===== config.mk =====
export PLATFORM = sky130hd
export DESIGN_NAME = tt_um_serial_subtractor
export DESIGN_NICKNAME = d
export VERILOG_FILES = /design/src/rtl/tt_serial_pkg.sv /design/src/rtl/full_subtractor_cell.sv /design/src/rtl/tt_um_serial_subtractor.sv
export SDC_FILE = /design/constraint.sdc
export NUM_CORES = 1
export LEC_CHECK = 0
export ABC_AREA = 0
export CAP_MARGIN = 40
export CORE_AREA = 10 10 102 140
export DETAILED_ROUTE_END_ITERATION = 10
export DIE_AREA = 0 0 112 150
export DONT_BUFFER_PORTS = 1
export PLACE_DENSITY = 0.36
export SLEW_MARGIN = 5
export SYNTH_ARGS = -nofsm -noshare
export SYNTH_HDL_FRONTEND = slang
export SYNTH_SLANG_ARGS = --single-unit

===== constraint.sdc =====
create_clock -name clk -period 3.8 [get_ports clk]
set_clock_uncertainty 0.2 [all_clocks]
set_input_delay 0.38 -clock clk [delete_from_list [all_inputs] [get_ports clk]]
set_output_delay 0.38 -clock clk [all_outputs]
set_load 0.005 [all_outputs]

===== src/rtl/tt_serial_pkg.sv =====
// Shared definitions for the serial arithmetic tiles: FSM states and TinyTapeout
// uio pin assignments.
package tt_serial_pkg;

   typedef enum logic [1:0] {
      IDLE  = 2'd0,
      SHIFT = 2'd1,
      DONE  = 2'd2
   } state_t;

   localparam int UIO_LOAD_A = 0;
   localparam int UIO_LOAD_B = 1;
   localparam int UIO_START  = 2;
   localparam int UIO_BUSY   = 4;
   localparam int UIO_DONE   = 5;
   localparam int UIO_BORROW = 6;
   localparam int UIO_ZERO   = 7;

   localparam logic [7:0] UIO_OE_MASK = 8'hF0;

endpackage


===== src/rtl/full_subtractor_cell.sv =====
// One-bit full subtractor: d = a - b - bin, with borrow out.
module full_subtractor_cell (
   input  logic a,
   input  logic b,
   input  logic bin,
   output logic d,
   output logic bout
);

   assign d    = a ^ b ^ bin;
   assign bout = (~a & b) | (~(a ^ b) & bin);

endmodule


===== src/rtl/tt_um_serial_subtractor.sv =====
// Bit-serial unsigned subtractor (A - B mod 2^WIDTH), LSB first, one bit per enabled
// clock, with synchronized load/start strobes on uio_in.
module tt_um_serial_subtractor
   import tt_serial_pkg::*;
#(
   parameter int WIDTH       = 8,
   parameter int SYNC_STAGES = 2
) (
   input  logic [7:0] ui_in,
   output logic [7:0] uo_out,
   input  logic [7:0] uio_in,
   output logic [7:0] uio_out,
   output logic [7:0] uio_oe,
   input  logic       ena,
   input  logic       clk,
   input  logic       rst_n
);

   localparam int NSTROBE = 3;
   localparam int CW      = (WIDTH > 2) ? $clog2(WIDTH) : 1;

   logic [NSTROBE-1:0] ev;
   logic               live_q;

   always_ff @(posedge clk or negedge rst_n) begin
      if (!rst_n) live_q <= 1'b0;
      else        live_q <= 1'b1;
   end

   // A strobe only arms once its pin has been seen low after reset, so a pin
   // already high at reset release never produces an event.
   generate
      for (genvar gi = 0; gi < NSTROBE; gi++) begin : g_strobe
         logic [SYNC_STAGES-1:0] sync_q, sync_d;
         logic                   prev_q, prev_d;
         logic                   arm_q, arm_d;

         always_comb begin
            sync_d = {sync_q[SYNC_STAGES-2:0], uio_in[gi]};
            prev_d = sync_q[SYNC_STAGES-1];
            arm_d  = arm_q | (live_q & ~sync_q[0]);
         end

         always_ff @(posedge clk or negedge rst_n) begin
            if (!rst_n) begin
               sync_q <= '0;
               prev_q <= 1'b0;
               arm_q  <= 1'b0;
            end else begin
               sync_q <= sync_d;
               prev_q <= prev_d;
               arm_q  <= arm_d;
            end
         end

         assign ev[gi] = sync_q[SYNC_STAGES-1] & ~prev_q & arm_q;
      end
   endgenerate

   state_t           state_q, state_d;
   logic [WIDTH-1:0] a_q, a_d, b_q, b_d;
   logic [WIDTH-1:0] sa_q, sa_d, sb_q, sb_d, sr_q, sr_d;
   logic [WIDTH-1:0] res_q, res_d;
   logic [CW-1:0]    cnt_q, cnt_d;
   logic             bw_q, bw_d, borrow_q, borrow_d, zero_q, zero_d;
   logic             d_bit, bout_bit;
   logic [WIDTH-1:0] sr_shift;

   full_subtractor_cell u_cell (
      .a    (sa_q[0]),
      .b    (sb_q[0]),
      .bin  (bw_q),
      .d    (d_bit),
      .bout (bout_bit)
   );

   assign sr_shift = {d_bit, sr_q[WIDTH-1:1]};

   always_comb begin
      state_d  = state_q;
      a_d      = a_q;
      b_d      = b_q;
      sa_d     = sa_q;
      sb_d     = sb_q;
      sr_d     = sr_q;
      res_d    = res_q;
      cnt_d    = cnt_q;
      bw_d     = bw_q;
      borrow_d = borrow_q;
      zero_d   = zero_q;
      if (ena) begin
         unique case (state_q)
            IDLE, DONE: begin
               if (ev[UIO_START]) begin
                  sa_d    = a_q;
                  sb_d    = b_q;
                  bw_d    = 1'b0;
                  cnt_d   = '0;
                  state_d = SHIFT;
               end else if (ev[UIO_LOAD_A] || ev[UIO_LOAD_B]) begin
                  if (ev[UIO_LOAD_A]) a_d = ui_in[WIDTH-1:0];
                  if (ev[UIO_LOAD_B]) b_d = ui_in[WIDTH-1:0];
                  state_d = IDLE;
               end
            end
            SHIFT: begin
               sa_d  = sa_q >> 1;
               sb_d  = sb_q >> 1;
               sr_d  = sr_shift;
               bw_d  = bout_bit;
               cnt_d = cnt_q + 1'b1;
               if (cnt_q == CW'(WIDTH - 1)) begin
                  res_d    = sr_shift;
                  borrow_d = bout_bit;
                  zero_d   = (sr_shift == '0);
                  state_d  = DONE;
               end
            end
            default: state_d = IDLE;
         endcase
      end
   end

   always_ff @(posedge clk or negedge rst_n) begin
      if (!rst_n) begin
         state_q  <= IDLE;
         a_q      <= '0;
         b_q      <= '0;
         sa_q     <= '0;
         sb_q     <= '0;
         sr_q     <= '0;
         res_q    <= '0;
         cnt_q    <= '0;
         bw_q     <= 1'b0;
         borrow_q <= 1'b0;
         zero_q   <= 1'b0;
      end else begin
         state_q  <= state_d;
         a_q      <= a_d;
         b_q      <= b_d;
         sa_q     <= sa_d;
         sb_q     <= sb_d;
         sr_q     <= sr_d;
         res_q    <= res_d;
         cnt_q    <= cnt_d;
         bw_q     <= bw_d;
         borrow_q <= borrow_d;
         zero_q   <= zero_d;
      end
   end

   always_comb begin
      uio_out             = '0;
      uio_out[UIO_BUSY]   = (state_q == SHIFT);
      uio_out[UIO_DONE]   = (state_q == DONE);
      uio_out[UIO_BORROW] = borrow_q;
      uio_out[UIO_ZERO]   = zero_q;
   end

   assign uo_out = 8'(res_q);
   assign uio_oe = UIO_OE_MASK;

   logic unused_ok;
   assign unused_ok = &{1'b0, uio_in[7:3]};

endmodule


; Word level (Yosys, flattened, before mapping)
; Index checks and enable logic that the tools add are counted.
[totals]
inputBits = 19
reg_bits = 69
word_cells = 77
[classes]
addsub = 1
bitwise_logic = 26
n_reduce_logical = 11
n_mux = 12
eq_ne = 6
[ops]
columns = op, n
row1 = 8-bit case mux with 2 select lines, 2
row2 = 8-bit 2-to-1 mux, 2
row3 = 1-bit bitwise AND, 11
row4 = 5-bit AND reduction, 2
row5 = 1-bit inverter, 9
row6 = 3-bit AND reduction, 3
row7 = 8-bit logical NOT, 1
row8 = 2-bit 2-to-1 mux, 3
row9 = 3-bit case mux with 2 select lines, 1
row10 = 1-bit bitwise OR, 4
row11 = 2-bit case mux with 2 select lines, 1
row12 = "3-bit by 1-bit adder with 3-bit output, second input constant", 1
row13 = "3-bit equality test, second input constant", 1
row14 = 3-bit 2-to-1 mux, 1
row15 = "3-bit != test, second input constant", 1
row16 = "2-bit by 1-bit equality test with 1-bit output, second input constant", 1
row17 = "2-bit equality test, second input constant", 1
row18 = 2-bit logical NOT, 1
row19 = "2-bit by 1-bit != test with 1-bit output, second input constant", 1
row20 = "2-bit != test, second input constant", 1
row21 = 1-bit case mux with 2 select lines, 1
row22 = 2-bit AND reduction, 1
row23 = 2-bit nonzero test, 1
row24 = 2-bit OR reduction, 1
row25 = 3 further kinds, 4

; Longest topological paths before layout
; Gate-level depths: netlist of the first run.
[logic_depth]
depth_word = 7
mapped_depth = 6
ltp_nobuf = 5

; Cells and area by module
; Synthesis of the first run repeated with hierarchy kept, for this count alone.
[unflattened]
hier_cells = 246
area_unflattened_um2 = 2885.3
[modules_own_cells]
columns = mod, area_each_um2, seq_area_each_um2, instances, cells_per_inst
row1 = tt_um_serial_subtractor, 2854.0, 1701.6, 1, 242
row2 = full_subtractor_cell, 31.3, 0.0, 1, 4

; Worst setup path after synthesis of the first run
; No wires, ideal clock.
[synth_timing]
path_kind = reg2reg
from = register cnt_q[0]
to = register res_q[3], in the netlist uo_out[3]
period_less_slack_ns = 1.783
setup_ns = 0.125
required_ns = 3.475
arrival_ns = 1.458
path_buffers = 1
stages_incl_launch_ff = 6
setup_slack_ns = 2.017
path_cell_list = dfrtp_1 > ha_1 > ha_1 > nand4b_1 > buf_2 > mux2_2
[synth_via]
elab_chain_cells = 2
[synth_rtl]
columns = item, line
row1 = start: declaration, tt_um_serial_subtractor.sv:64  ; logic [CW-1:0] cnt_q, cnt_d;
row2 = start signal: assignment, tt_um_serial_subtractor.sv:145  ; cnt_q <= cnt_d;
row3 = 3-bit equality test, tt_um_serial_subtractor.sv:112  ; if (cnt_q == CW'(WIDTH - 1)) begin
row4 = 3-bit AND reduction (no source line), --
row5 = end signal: assignment, tt_um_serial_subtractor.sv:144  ; res_q <= res_d;
row6 = end: declaration, tt_um_serial_subtractor.sv:63  ; logic [WIDTH-1:0] res_q, res_d;
; Every way passes these cells.
; A chain may end at the register's enable or synchronous reset.

; Worst setup path in the final report of the first run
[layout_timing]
from = register state_q[0]
to = register b_q[3]
[layout_via]
elab_chain_cells = 3
elab_cells_between_ends = 4
[layout_rtl]
columns = item, line
row1 = start: declaration, tt_um_serial_subtractor.sv:60  ; state_t state_q, state_d;
row2 = start signal: assignment, tt_um_serial_subtractor.sv:138  ; state_q <= state_d;
row3 = 2-bit equality test or 2-bit logical NOT (tied branches), tt_um_serial_subtractor.sv:92  ; unique case (state_q)
row4 = 2-bit OR reduction *, tt_um_serial_subtractor.sv:92
row5 = 5-bit AND reduction (no source line) *, --
row6 = end signal: assignment, tt_um_serial_subtractor.sv:128  ; b_q <= '0;
row7 = end signal: assignment, tt_um_serial_subtractor.sv:140  ; b_q <= b_d;
row8 = end: declaration, tt_um_serial_subtractor.sv:61  ; logic [WIDTH-1:0] a_q, a_d, b_q, b_d;
; Mark *: on every way between the ends. The rest lies on a longest branch, timed or not.

==> metrics.txt, run 1 <==
Pwr per Cell Area=776 nW/µm²; Final period util=61.9%; root buffer cell=clkbuf_16; Lkg Pwr=1.45 nW; Nets=245; GP Congestion=0.641; Avg Inst Size Synth=13.6 µm²; Die Y-Extent=150 µm; Seq/Total Area, Yosys=59.8%; Rel. slew slack=53.0%; Core Region=11700 µm²; drt drc=0; CTS tree=yes; status=completed; DRT iter0 DRCs=104; largest net degree at the start of global routing=69; uppermost routed layer=met4; met1 WL=2590 µm; HPWL after DPL=3900 µm; fin. max-slew vios=0; setup bufs post-CTS=0; Clock Latency Late Sink=0.33 ns; Largest stage delay, worst path=0.50 ns; Layout Area Growth over Synthesis=20.1%; startpoint type of the worst setup path=flop; WL per Instance=16.2 µm; Synth Warn #=0; CP arrival=2.37 ns; drt pass-1 iters=4; Final Core Density=29.2%; final hold viol count=0; floorplan row count=47; VDD IR max=0.226 mV; Inserted Clock Buffers=9; final setup violating endpoints=0; ANT cells=0; first-pass GRT wire length=10600 µm; Worst Max-Slew Pin Slew=0.701 ns; CTS Sinks=68; Setup TNS=0 ns; CP Buf/Inv Count=1; Mapped Cells=209; GRT Overall Usage=7.97%; grt ovf=0; CP Capture Type=flop; DIE WIDTH=112 µm; initial antenna violation count=0; DR vias/cell=4.42; unrepaired setup endpoints after global routing=no; die footprint=16800 µm²; number of I/O pins=43; Post-DRT Antenna Nets=0; wire length on met3=377 µm; fmax=425 MHz; clock-pin slew on the worst setup and hold paths=0.06 ns; Min Clock Period, post-route=2.35 ns; Top Family by Delay on Critical Path=simple AND/OR/NAND/NOR gates; Post-Syn Area=2850 µm²; Initial Util=24.3%; CTS Buffer Depth=2; vias in the first global route=1909; Setup CP Type=reg2reg; CP required=3.82 ns; HP Class=in2reg; vias=1656; crit path cell chain=nand2b_1 > buf_6 > nor3_4 > mux2_2; FF+latch count, synth=68; met2 wire len=2930 µm; post-synth cell types=30; max-cap check violation count=0; share of cells above drive strength 1=23.7%; htree depth=3; DRT Wirelength=6070 µm; Max Fanout on Critical Path=12; number of port buffers=0; critical path's slowest cell=dfrtp_1
## sequential cells by signal (all words and copies together), names as in the netlist, 2 cells and up
signal and cells:
a_q 8, b_q 8, sa_q 8, sb_q 8, uo_out 8, sr_q 7, g_strobe.sync_q 6, cnt_q 3
g_strobe.arm_q 3, g_strobe.prev_q 3, state_q 2
## through the flow
stage          instances  total power (W)  area [µm²]  hold slack (ns)  setup slack [ns]
6_report             375          0.00265        3420           0.0381              1.45
3_5_place_dp         346          0.00174        2940           -0.112              1.41
2_1_floorplan        220          0.00159        2890           -0.116              2.02
5_1_grt              375          0.00284        3420           0.0784              1.27
4_1_cts              375          0.00271        3420           0.0290              1.39
3_3_place_gp         345          0.00171        2930           -0.112              1.26
## metal layers
layer / global-route usage [%] / up-vias
li1: - / 765
met1: 8.89 / 844
met2: 12.7 / 36
met3: 2.76 / 11
met4: 5.15 / 0
met5: 0 / -
## synthesized netlist by cell type
library cell,n,share of area (%)
dfrtp_1,68,60
mux2_2,31,12
buf_4,15,4.0
o21a_1,13,3.4
o32a_1,13,4.6
buf_2,8,1.4
nand2_1,8,1.1
a22o_1,7,2.2
inv_1,5,0.66
nand3b_1,4,1.1
nor2b_1,4,0.88
o21ai_0,4,0.70
a21o_1,3,0.79
nand3_1,3,0.53
clkbuf_1,2,0.26
conb_1,2,0.26
ha_1,2,0.88
nand2b_1,2,0.44
nor3_4,2,1.1
nor4_1,2,0.44
o211ai_1,2,0.53
a31oi_1,1,0.22
and3b_1,1,0.31
fa_1,1,0.70
mux2_1,1,0.40
nand4_1,1,0.22
nand4b_1,1,0.31
nor2_1,1,0.13
o21ai_1,1,0.18
o32ai_1,1,0.31
## cells by family after synthesis
logic type,after synthesis,share of synthesized area [%]
AOI/OAI and AO/OA,45,12.9
adders and majority gates,3,1.58
buffers and inverters,30,6.29
DFF,68,59.8
muxes,32,12.7
other,2,0.264
and+or+nand+nor,29,6.51
## report_power, final
| group | switching (W) | internal (W) | leakage, nW |
|---|---|---|---|
| combinational | 0.000231 | 0.000324 | 0.481 |
| clock | 0.000326 | 0.000592 | 0.162 |
| sequential | 0.000189 | 0.000988 | 0.810 |
| total | 0.000746 | 0.00190 | 1.45 |
## layout make-up
cell class	instances	area [µm²]
Timing Repair Buffer	17	181
Multi-Input combinational cell	122	1010
Fill cell	1202	8280
Sequential cell	68	1700
Clock buffer	10	239
Clock inverter	6	87.6
Tap cell	147	184
Inverter	5	18.8
## placed cells by master, fill, tap and decap left out, drive strengths merged
master,synthesis,final
a21o,3,3
a22o,7,7
a31oi,1,1
and3b,1,1
buf,23,5
bufinv,0,2
clkbuf,2,10
clkinv,0,4
conb,2,13
dfrtp,68,68
dlygate4sd3,0,12
fa,1,1
ha,2,2
inv,5,5
mux2,32,32
nand2,8,8
nand2b,2,2
nand3,3,3
nand3b,4,4
nand4,1,1
nand4b,1,1
nor2,1,1
nor2b,4,4
nor3,2,2
nor4,2,2
o211ai,2,2
o21a,13,13
o21ai,5,5
o32a,13,13
o32ai,1,1
## final timing paths
check	end	slack, ns	from	depth (start not counted)
max	b_q[3]	1.45	state_q[0]	4
min	state_q[1]	0.04	ena	2
max reg2reg	b_q[3]	1.45	state_q[0]	4
min reg2reg	g_strobe[0].sync_q[1]	0.17	g_strobe[0].sync_q[0]	0
max in group asynchronous	uo_out[6]	2.71	rst_n	2
min in group asynchronous	g_strobe[1].sync_q[1]	0.39	rst_n	2
## what timing repair did
item,4_1_cts,5_1_grt
endpoints found under the hold margin,87,0
hold buffers,13,0
resized for setup,0,0
Power figures use the tool's default switching activity.
==> run 2: changes to the inputs <==
==> constraint.sdc (replaced) <==
create_clock -name clk -period 2.4 [get_ports clk]
set_clock_uncertainty 0.2 [all_clocks]
set_input_delay 0.24 -clock clk [delete_from_list [all_inputs] [get_ports clk]]
set_output_delay 0.24 -clock clk [all_outputs]
set_load 0.005 [all_outputs]
==> run 2 against run 1 <==
Net effect:
- clock power rose by 55%
- combinational power rose by 66%
- count of clock-buffer cells in the layout rose by 1
- global-route usage fell by 0.17 points
- critical path depth fell by 1
- total power rose by 58%
- worst hold slack got worse by 0.018 ns
- wire length fell by 1.0%
- via count fell by 0.97%
- largest cell class unchanged
==> metrics.txt, run 2 (synthesis gave the netlist of run 1 again) <==
status=completed (unchanged); root buffer cell=clkbuf_16 (unchanged); CP Depth=3 (was 4); Top Family by Delay on Critical Path=simple AND/OR/NAND/NOR gates (unchanged); floorplan row count=47 (unchanged); critical path's slowest cell=nor3_4 (was dfrtp_1); Setup TNS=0 ns (unchanged); number of I/O pins=43 (unchanged); Layout Cells excl Fill=379 (was 375); HPWL after DPL=3930 µm (was 3900 µm); Inserted Clock Buffers=9 (unchanged); fmax=513 MHz (was 425 MHz); Reg power frac=44.1% (was 44.4%); VDD IR max=0.348 mV (was 0.226 mV); R2R depth=3 (was 4); DRT iter0 DRCs=91 (was 104); initial antenna violation count=0 (unchanged); largest net degree at the start of global routing=69 (unchanged); DR vias/cell=4.33 (was 4.42); Clock Latency Late Sink=0.33 ns (about the same); fill count=1183 (was 1202); Cells after DPL=349 (was 346); CP Buf/Inv Count=0 (was 1); DRT Wirelength=6010 µm (was 6070 µm); Core Region=11700 µm² (unchanged); Post-DRT Antenna Nets=0 (unchanged); CTS Buffer Depth=2 (unchanged); HP Class=in2reg (unchanged); Max Fanout on Critical Path=8 (was 12); Setup CP Type=reg2reg (unchanged); Rel. slew slack=61.6% (was 53.0%); most frequent cells in the layout=68 x dfrtp_1, 31 x mux2_2 (was 68 x dfrtp_1, 31 x mux2_2, 13 x o32a_1, 13 x o21a_1, 13 x conb_1); commonest non-fill, non-tap cell in the layout=dfrtp_1 (unchanged); share of cells above drive strength 1=24.1% (was 23.7%); grt ovf=0 (unchanged); clock-pin slew on the worst setup and hold paths=0.06 ns (about the same); Lkg Pwr=1.47 nW (was 1.45 nW); setup bufs post-CTS=0 (unchanged); DIE WIDTH=112 µm (unchanged); drt pass-1 iters=4 (unchanged); Nets=249 (was 245); CP arrival=1.96 ns (was 2.37 ns); unrepaired setup endpoints after global routing=no (unchanged); htree depth=3 (unchanged); startpoint type of the worst setup path=flop (unchanged); drt drc=0 (unchanged); fin. max-slew vios=0 (unchanged); Critical R2R Capture=b_q[1] (was b_q[3]); cell-internal power=0.00303 W (was 0.00190 W); vias=1640 (was 1656); ANT cells=0 (unchanged); CTS tree=yes (unchanged); final setup violating endpoints=0 (unchanged); Worst Max-Slew Pin Slew=0.574 ns (was 0.701 ns); Initial Util=24.3% (unchanged); CP Launch Point=g_strobe[2].arm_q (was state_q[0]); power share of the combinational group=22.0% (was 20.9%); sw frac=27.6% (was 28.2%); vias in the first global route=1892 (was 1909); Layout Area Growth over Synthesis=20.8% (was 20.1%); WL per Instance=15.8 µm (was 16.2 µm); clock share of power=33.9% (was 34.7%); die footprint=16800 µm² (unchanged); number of port buffers=0 (unchanged); CTS Sinks=68 (unchanged); P_sw=0.00115 W (was 0.000746 W); GRT Overall Usage=7.80% (was 7.97%); Largest stage delay, worst path=0.55 ns (was 0.50 ns); Min Clock Period, post-route=1.95 ns (was 2.35 ns); first-pass GRT wire length=10300 µm (was 10600 µm); GP Congestion=0.660 (was 0.641); RR Startpoint=g_strobe[2].arm_q (was state_q[0]); max-cap check violation count=0 (unchanged); final hold viol count=0 (unchanged); worst setup path endpoint=b_q[1] (was b_q[3]); Pwr per Cell Area=1220 nW/µm² (was 776 nW/µm²); hold depth=3 (was 2); CP required=2.41 ns (was 3.82 ns); Die Y-Extent=150 µm (unchanged); Reg area=1700 µm² (unchanged); area of the multi-input gates=1010 µm² (unchanged); CP Capture Type=flop (unchanged); R2R setup slack=0.45 ns (was 1.45 ns); crit path cell chain=and3b_1 > nor3_4 > mux2_2 (was nand2b_1 > buf_6 > nor3_4 > mux2_2); Final period util=81.2% (was 61.9%)
-- run 2: cell types whose count changed in the layout (fill, tap and decap cells not counted), sizes merged --
cell         delta
buf             +3
clkbuf          +1
dlygate4sd3     +1
clkinv          -1
-- run 2: layout make-up --
cell class	count	area share (%)
timing repair buffer	21	6.11
sequential	68	49.5
multi-input combinational	122	29.3
inverter	5	0.546
clock buffer	11	7.06
tap	147	5.35
clock inverter	5	2.18
-- run 2: tightest hold or removal path, cell delays in order --
cell and delay [ns]:
nor2b_1 0.14, nand3_1 0.08, nand2_1 0.04
-- run 2: worst min-delay path by stage --
stage	start	end	slack [ns]
after floorplan	rst_n	a_q[0]	-0.26
after global placement	rst_n	live_q	-0.25
after detailed placement	rst_n	g_strobe[0].sync_q[0]	-0.25
after CTS	ena	sb_q[7]	0.009
after global routing	ena	sb_q[7]	0.04
final	ena	sb_q[7]	0.02
-- run 2: routing by layer --
metal	wire length, µm	vias to the layer above	share of wire, %	track usage, %
li1	-	774	-	-
met1	2540	825	42	8.64
met2	2940	34	49	12.4
met3	410	7	6.8	3.33
met4	114	0	1.9	4.39
met5	0	-	0	0
-- run 2: timing repair --
action	in CTS	in global routing
hold buffers	14	0
hold endpoints to repair	90	0
resized for setup	0	0
-- run 2: power groups by stage --
stage	sequential [W]	combinational, W	clock [W]
after floorplan	0.00176	0.000762	0
after global placement	0.00187	0.000868	0
after detailed placement	0.00188	0.000897	0
after CTS	0.00186	0.000945	0.00147
after global routing	0.00192	0.00105	0.00152
final	0.00184	0.000922	0.00142
-- run 2: metrics by stage --
step	cell area, µm²	hold WS [ns]	worst slack (ns)	power (W)	util, %
3_5_place_dp	2960	-0.252	0.433	0.00277	25.3
6_report	3440	0.0202	0.450	0.00418	29.4
2_1_floorplan	2890	-0.256	0.617	0.00253	-
4_1_cts	3440	0.00852	0.424	0.00428	29.4
5_1_grt	3440	0.0447	0.369	0.00448	29.4
3_3_place_gp	2960	-0.252	0.456	0.00274	25.3
==> run 3: changes to the inputs <==
==> constraint.sdc (replaced) <==
create_clock -name clk -period 1.8 [get_ports clk]
set_clock_uncertainty 0.2 [all_clocks]
set_input_delay 0.18 -clock clk [delete_from_list [all_inputs] [get_ports clk]]
set_output_delay 0.18 -clock clk [all_outputs]
set_load 0.005 [all_outputs]
==> run 3 against run 2 <==
Net effect:
- the flow now finishes with violations (hold timing)
- worst hold slack worse by 0.67 ns
- count of clock-buffer cells in the layout is 1 lower
- core utilization is 0.86 points higher
- wire length is 2.2% higher
- non-clock buffer count is 11 higher
- critical path depth is 3 higher
- first-iteration DRC count is 7.7% lower
- setup slack worse by 0.41 ns
- global-route usage is 0.18 points lower
- total power is 30% higher
- design area is 2.9% higher
- register-to-register slack worse by 0.41 ns
- largest cell class unchanged
- largest power group unchanged
==> metrics.txt, run 3 (synthesis gave the netlist of run 1 again) <==
status=finished with violations (was completed); failing checks=hold timing; die footprint=16800 µm² (unchanged); WL per Instance=15.7 µm (was 15.8 µm); clock-pin slew on the worst setup and hold paths=0.06 ns (about the same); most frequent cells in the layout=68 x dfrtp_1, 31 x mux2_2, 15 x buf_4 (was 68 x dfrtp_1, 31 x mux2_2); Cell Area, Placed=3070 µm² (was 2960 µm²); final hold viol count=68 (was 0); startpoint type of the worst setup path=flop (unchanged); share of cells above drive strength 1=30.0% (was 24.1%); final setup violating endpoints=0 (unchanged); CP Launch Point=cnt_q[1] (was g_strobe[2].arm_q); commonest non-fill, non-tap cell in the layout=dfrtp_1 (unchanged); # hold bufs at CTS=12 (was 14); Reg power frac=45.0% (was 44.1%); Post-DRT Antenna Nets=0 (unchanged); number of port buffers=0 (unchanged); drt drc=0 (unchanged); Inserted Clock Buffers=9 (unchanged); Tot Pwr=0.00544 W (was 0.00418 W); fin. max-slew vios=0 (unchanged); CP Capture Type=flop (unchanged); CTS tree=yes (unchanged); GRT Overall Usage=7.62% (was 7.80%); Die Y-Extent=150 µm (unchanged); P_sw=0.00157 W (was 0.00115 W); HPWL after DPL=3950 µm (was 3930 µm); vias in the first global route=1846 (was 1892); CP required=1.81 ns (was 2.41 ns); initial antenna violation count=0 (unchanged); power share of the combinational group=24.3% (was 22.0%); grt ovf=0 (unchanged); fin area=3540 µm² (was 3440 µm²); Setup TNS=0 ns (unchanged); Layout Area Growth over Synthesis=24.4% (was 20.8%); setup slack at placement=0.0273 ns (was 0.433 ns); Pwr per Cell Area=1540 nW/µm² (was 1220 nW/µm²); drt pass-1 iters=4 (unchanged); CP arrival=1.77 ns (was 1.96 ns); Core Region=11700 µm² (unchanged); DRT Wirelength=6140 µm (was 6010 µm); fill count=1179 (was 1183); max-cap check violation count=0 (unchanged); Clock Latency Late Sink=0.33 ns (about the same); R2R setup slack=0.04 ns (was 0.45 ns); number of I/O pins=43 (unchanged); area of the multi-input gates=1020 µm² (was 1010 µm²); root buffer cell=clkbuf_16 (unchanged); fmax=570 MHz (was 513 MHz); vias=1671 (was 1640); Min Clock Period, post-route=1.76 ns (was 1.95 ns); cell-internal power=0.00386 W (was 0.00303 W); first-pass GRT wire length=10100 µm (was 10300 µm); HP Class=in2async (was in2reg); VDD IR max=0.432 mV (was 0.348 mV); Setup CP Type=reg2reg (unchanged); Lkg Pwr=1.51 nW (was 1.47 nW); CTS Sinks=68 (unchanged); DIE WIDTH=112 µm (unchanged); ANT cells=0 (unchanged); RR Startpoint=cnt_q[1] (was g_strobe[2].arm_q); DR vias/cell=4.28 (was 4.33); setup ws final=0.0444 ns (was 0.450 ns); floorplan row count=47 (unchanged); Initial Util=24.3% (unchanged); GP Congestion=0.673 (was 0.660); sw frac=28.9% (was 27.6%); Min Hold Slack=-0.652 ns (was 0.0202 ns); Final period util=97.5% (was 81.2%); CTS Buffer Depth=2 (unchanged); Reg area=1700 µm² (unchanged); DRT iter0 DRCs=84 (was 91); R2R depth=6 (was 3); largest net degree at the start of global routing=69 (unchanged); Nets=260 (was 249); Max Fanout on Critical Path=6 (was 8); unrepaired setup endpoints after global routing=yes (was no); htree depth=3 (unchanged); clock share of power=30.7% (was 33.9%)
[run 3: cell type report]
class                           instances  share of cell area, %
Tap cell                              147                   5.20
Clock inverter                          6                   1.31
Sequential cell                        68                   48.1
Clock buffer                           10                   6.75
Multi-Input combinational cell        122                   28.8
Inverter                                5                  0.530
Timing Repair Buffer                   32                   9.30
[run 3: power groups by stage]
stage,logic (W),clock network [W],registers (W)
after global placement,0.00125,0,0.00248
after floorplan,0.00102,0,0.00235
after detailed placement,0.00127,0,0.00249
after CTS,0.00131,0.00174,0.00246
after global routing,0.00149,0.00182,0.00253
final,0.00132,0.00167,0.00244
[run 3: worst paths after layout]
kind / end
worst max-delay path: uo_out[2]
worst min-delay path: live_q
worst max register to register: uo_out[2]
worst min register to register: g_strobe[0].sync_q[1]
max in group asynchronous: sr_q[4]
min in group clk: cnt_q[1]
[run 3: critical path, cell delays in order (launching register included)]
cell and delay [ns]:
dfrtp_1 0.39, ha_2 0.18, ha_2 0.17, nand4b_1 0.11, buf_6 0.13, clkbuf_16 0.14
mux2_2 0.32
[run 3: per-stage QoR]
stage,utilization (%),instances
final,30.2,390
after global placement,26.2,358
after CTS,29.7,386
after detailed placement,26.2,358
after global routing,30.2,390
after floorplan,-,220
[run 3: what timing repair did]
item | 4_1_cts | 5_1_grt
buffers inserted | 0 | 3
hold endpoints to repair | 95 | 68
setup endpoints to repair | 0 | 9
resized for setup | 0 | 5
[run 3: routing by layer]
metal	vias to the layer above	routed length [µm]	global-route usage [%]	part of all wire, %
li1	798	-	-	-
met1	833	2610	8.37	43
met2	34	3060	12.4	50
met3	6	395	3.21	6.4
met4	0	77	3.82	1.3
met5	-	0	0	0
